**src/rtl/imem_boot_loader.sv**
```systemverilog
// Boot loader: receives a framed image (header, N words, checksum) and writes it
// into the imem second port, keeping the CPU in reset until the image verifies.
module imem_boot_loader #(
  parameter int          I_DATAWIDTH    = 32,
  parameter int          I_ADDRESSWIDTH = 8,
  parameter logic [15:0] MAGIC          = 16'hB007
) (
  input  logic                   clk,
  input  logic                   resetn,
  input  logic                   in_valid,
  input  logic [I_DATAWIDTH-1:0] in_data,
  output logic                   in_ready,
  output logic [31:0]            boot_iaddr,
  output logic [I_DATAWIDTH-1:0] boot_idata,
  output logic                   boot_iwe,
  output logic                   cpu_resetn,
  output logic                   done,
  output logic                   error
);

  localparam int          CW      = I_ADDRESSWIDTH + 1;
  localparam logic [31:0] MAX_LEN = 32'd1 << I_ADDRESSWIDTH;

  typedef enum logic [2:0] {S_HDR, S_LOAD, S_CSUM, S_DONE, S_ERR} state_t;

  state_t                 r_state;
  state_t                 w_next_state;
  logic [CW-1:0]          r_addr;
  logic [CW-1:0]          r_remaining;
  logic [I_DATAWIDTH-1:0] r_sum;
  logic [CW-1:0]          r_iaddr;
  logic [I_DATAWIDTH-1:0] r_idata;
  logic                   r_iwe;

  logic                   w_xfer;
  logic [31:0]            w_hdr_len;
  logic                   w_hdr_ok;
  logic                   w_last_word;

  assign w_xfer      = in_valid & in_ready;
  assign w_hdr_len   = 32'(in_data[15:0]);
  assign w_hdr_ok    = (in_data[31:16] == MAGIC) && (w_hdr_len != 32'd0) && (w_hdr_len <= MAX_LEN);
  assign w_last_word = (r_remaining == CW'(1));

  // NOTE: sequential state uses non-blocking (<=) so every flop samples pre-edge values.
  always_ff @(posedge clk) begin
    if (!resetn) r_state <= S_HDR;
    else         r_state <= w_next_state;
  end

  // NOTE: default assignment first so every path drives w_next_state and no latch is inferred.
  always_comb begin
    w_next_state = r_state;
    unique case (r_state)
      S_HDR:  if (w_xfer) w_next_state = w_hdr_ok ? S_LOAD : S_ERR;
      S_LOAD: if (w_xfer && w_last_word) w_next_state = S_CSUM;
      S_CSUM: if (w_xfer) w_next_state = (in_data == r_sum) ? S_DONE : S_ERR;
      S_DONE: w_next_state = S_DONE;
      S_ERR:  w_next_state = S_ERR;
      default: w_next_state = S_ERR;
    endcase
  end

  always_comb begin
    in_ready   = resetn && (r_state inside {S_HDR, S_LOAD, S_CSUM});
    done       = (r_state == S_DONE);
    error      = (r_state == S_ERR);
    cpu_resetn = (r_state == S_DONE);
  end

  // Address counter is one bit wider than the imem address so a full 2^AW image
  // ends on remaining==0 without the final increment aliasing address 0.
  always_ff @(posedge clk) begin
    if (!resetn) begin
      r_addr      <= '0;
      r_remaining <= '0;
      r_sum       <= '0;
      r_iaddr     <= '0;
      r_idata     <= '0;
      r_iwe       <= 1'b0;
    end else begin
      r_iwe <= 1'b0;
      if (w_xfer) begin
        unique case (r_state)
          S_HDR: begin
            if (w_hdr_ok) begin
              r_remaining <= w_hdr_len[CW-1:0];
              r_addr      <= '0;
              r_sum       <= '0;
            end
          end
          S_LOAD: begin
            r_iwe       <= 1'b1;
            r_iaddr     <= r_addr;
            r_idata     <= in_data;
            r_sum       <= r_sum + in_data;
            r_addr      <= r_addr + CW'(1);
            r_remaining <= r_remaining - CW'(1);
          end
          default: ;
        endcase
      end
    end
  end

  assign boot_iaddr = 32'(r_iaddr);
  assign boot_idata = r_idata;
  assign boot_iwe   = r_iwe;

endmodule

```
**config.mk**
```make
export PLATFORM = sky130hd
export DESIGN_NAME = imem_boot_loader
export DESIGN_NICKNAME = d
export VERILOG_FILES = /design/src/rtl/imem_boot_loader.sv
export SDC_FILE = /design/constraint.sdc
export NUM_CORES = 1
export LEC_CHECK = 0
export ABC_CLOCK_PERIOD_IN_PS = 3000
export CAP_MARGIN = 30
export CORE_ASPECT_RATIO = 1.75
export CORE_MARGIN = 2
export CORE_UTILIZATION = 48
export CTS_CLUSTER_DIAMETER = 200
export DETAILED_ROUTE_END_ITERATION = 7
export PLACE_DENSITY_LB_ADDON = 0.3
export SLEW_MARGIN = 15
export SYNTH_ARGS = -nofsm -noshare
export SYNTH_HDL_FRONTEND = slang
export SYNTH_SLANG_ARGS = --single-unit
```
**constraint.sdc**
```tcl
create_clock -name clk -period 3 [get_ports clk]
set_input_delay 0.6 -clock clk [delete_from_list [all_inputs] [get_ports clk]]
set_output_delay 0.6 -clock clk [all_outputs]
set_load 0.01 [all_outputs]
```
==> flow_summary.yaml <==
final_layout:
  syn2layout_area_growth_pct: 36.98
  drive_gt1_share_pct: 19.76
  antenna_cells: 0
  fin_nets: 966
  final_cells: 1038
  final_core_util_pct: 66.84
synth:
  async_flop_share_pct: 0
  synth_area_leaders: "dfxtp_1, ha_1, nand2_1"
  syn_area_per_cell_sq_um: 8.022
  synth_flop_cell: "dfxtp_1"
  yosysTopAreaCell: "dfxtp_1"
  yosysSeqAreaShare_pct: 32.84
  netlist_instances: 722
  synth_common_cells: "nand2_1, dfxtp_1, a21boi_0, nor2_1, ha_1"
  synth_warnings: 0
  synth_edf_count: 0
  synth.most_common_cell: "nand2_1"
  synth_cell_type_count: 68
  yosysTopAreaCellShare_pct: 32.84
  syn_area_sq_um: 5792
  ys_ff_latch: 95
timing:
  finalHoldViolations: 0
  slew_headroom_pct: 56.66
  finalWorstSetupSlack_ps: 73.09
  period_share_pct: 97.56
  worst_pin_slew_ps: 648.5
  clock_skew_ps: 9.812
  rsz0062_at_grt: "true"
  fmax_mhz: 341.7
  fin_crit_ps: 2927
  finalMaxSlewViolations: 0
  fin_tns_setup_ps: 0
  setup_viol: 0
die:
  start_util_pct: 48.79
  rows: 53
  io_pins: 104
  fp.dieH_um: 149.3
  die_area_sq_um: 13000
  die_x_um: 87.04
  fp.coreArea_sq_um: 11870
detailed_routing:
  ant_nets: 0
  vias: 5916
  initialDrtViolationCount: 320
  via_per_inst: 5.699
  drt-wirelength-per-cell_um: 16.71
  drt_first_pass_iters: 5
  drc: 0
  wirelength_um: 17340
setup_path:
  worstSetupPathType: "in -> reg"
  crit_buf_inv: 1
  cpMaxStageDelayCell: "clkdlybuf4s50_1"
  crit_path_cell_trace: "clkdlybuf4s50_1 -> ha_1 -> and2_1 -> a221o_1 -> o41a_1 -> a41o_1 -> a41oi_2 -> o211ai_1 -> o311ai_1 -> a22o_1"
  crit_fanout: 4
  path_delay_family: "compound AO/OA/AOI/OAI gates"
  cp-end-kind: "flop"
  cp.arrival_ps: 3220
  required_ps: 3300
  cp-start-kind: "primary input"
  cpPeakStageDelay_ps: 470
clock_tree:
  clkSinkCount: 95
  htreeDepth: 3
  hold_buffers: 0
  path_clk_slew_ps: 70
  cts_inserted_buffers: 9
  insertion_delay_ps: 350
  root_buffer: "clkbuf_16"
  cts_tree: "built"
  cts_max_path_buffers: 2
outcome:
  status: "finished, final reports clean"
global_routing:
  grt_use_total_pct: 26.88
  grt_overflow: 0
  grt_max_degree: 47
  grt_pass1_wl_um: 27900
  grt_pass1_vias: 6024
  antenna_found_initial: 0
power:
  leakage_uw: 0.003275
  ir_drop_uv: 260.1
  power.density_nw_per_um2: 413.3
placed_design:
  portBuffers: 80
  dp.cells: 1016
  gp_congestion: 0.9335
  dp_hpwl_um: 12980
  pre_cts_ws_ps: -449.2
run:
  drv_cap: 0
worst_hold_path:
  hp-class: "reg -> reg"
==> repair_timing <==
| action | 4_1_cts | 5_1_grt |
|---|---|---|
| setup buffers | 2 | 4 |
| pin swaps | 12 | 14 |
| gates resized for setup | 5 | 30 |
| endpoints found under the setup margin | 21 | 39 |
==> area by class of cell <==
cell class                 instances  area (sq um)
fill                             980          3936
multi-input combinational        571          3766
sequential                        95          1902
timing repair buffer             202          1730
clock buffer                       9         225.2
tap                              137         171.4
clock inverter                     7         75.07
inverter                          17         63.81
==> registers in the layout, summed over array words and instances, names as in the netlist <==
name	count
r_state	3
r_addr	9
r_remaining	9
boot_idata	32
boot_iwe	1
r_sum	32
r_iaddr	9
==> path summary, 6_finish.rpt <==
check        startpoint   endpoint  slack, ps  cells past startpoint
max reg2reg    r_sum[0]  r_sum[24]        290                     13
min reg2reg   r_sum[22]  r_sum[22]        460                      2
min           r_sum[22]  r_sum[22]        460                      2
max          in_data[7]  r_sum[29]         70                     10
==> cells in the final DEF (no fill, tap or decap), types with 15 or more instances in the layout <==
| master | count |
|---|---|
| buf_4 | 121 |
| nand3_1 | 19 |
| conb_1 | 23 |
| ha_1 | 26 |
| a21boi_0 | 45 |
| nor2_1 | 40 |
| inv_1 | 16 |
| a21oi_1 | 25 |
| clkdlybuf4s50_1 | 73 |
| nand2_1 | 110 |
| nor2b_1 | 21 |
| xnor2_1 | 15 |
| o21ai_0 | 32 |
| nor4_1 | 16 |
| dfxtp_1 | 95 |
==> worst reg2reg max path, stage by stage, from the launching register on <==
cell and delay, ps:
dfxtp_1 350, ha_2 200, inv_1 70, fa_2 420
nor2b_4 140, o21ai_2 70, a21boi_2 180, o21ai_2 90
a211oi_2 220, buf_4 160, nor4_1 50, o31ai_1 320
xnor2_1 140, a22o_1 190
==> where the power goes <==
part           internal [uW]  switching, uW  leakage [uW]  total [uW]
sequential              1300           42.4      0.000767        1350
combinational            362            411       0.00236         773
clock                    590            569      0.000144        1160
total                   2260           1020       0.00328        3280
==> logic make-up after synthesis <==
group	after synthesis	synth area share, %
simple gates	278	23.16
compound gates	206	25.19
flops	95	32.84
buf+inv	78	6.654
fa+ha+maj	35	7.691
xor+xnor	28	4.234
other cells	1	0.06475
mux	1	0.1728
==> routing by layer <==
layer,GRT usage [%],share of wire (%)
met5,0,0
met4,14.92,4.4
met3,3.597,3.2
met2,49.89,54
met1,28.11,38
==> per-stage QoR <==
step | total power [uW] | area (sq um) | hold slack, ps
after detailed placement | 2114 | 7400 | 448.5
after global placement | 2090 | 7400 | 440.0
final | 3279 | 7934 | 459.2
after floorplan | 1794 | 5874 | 429.1
after global routing | 3423 | 7934 | 479.6
after CTS | 3276 | 7739 | 462.0
No activity file was read; power rests on OpenSTA's default activity.
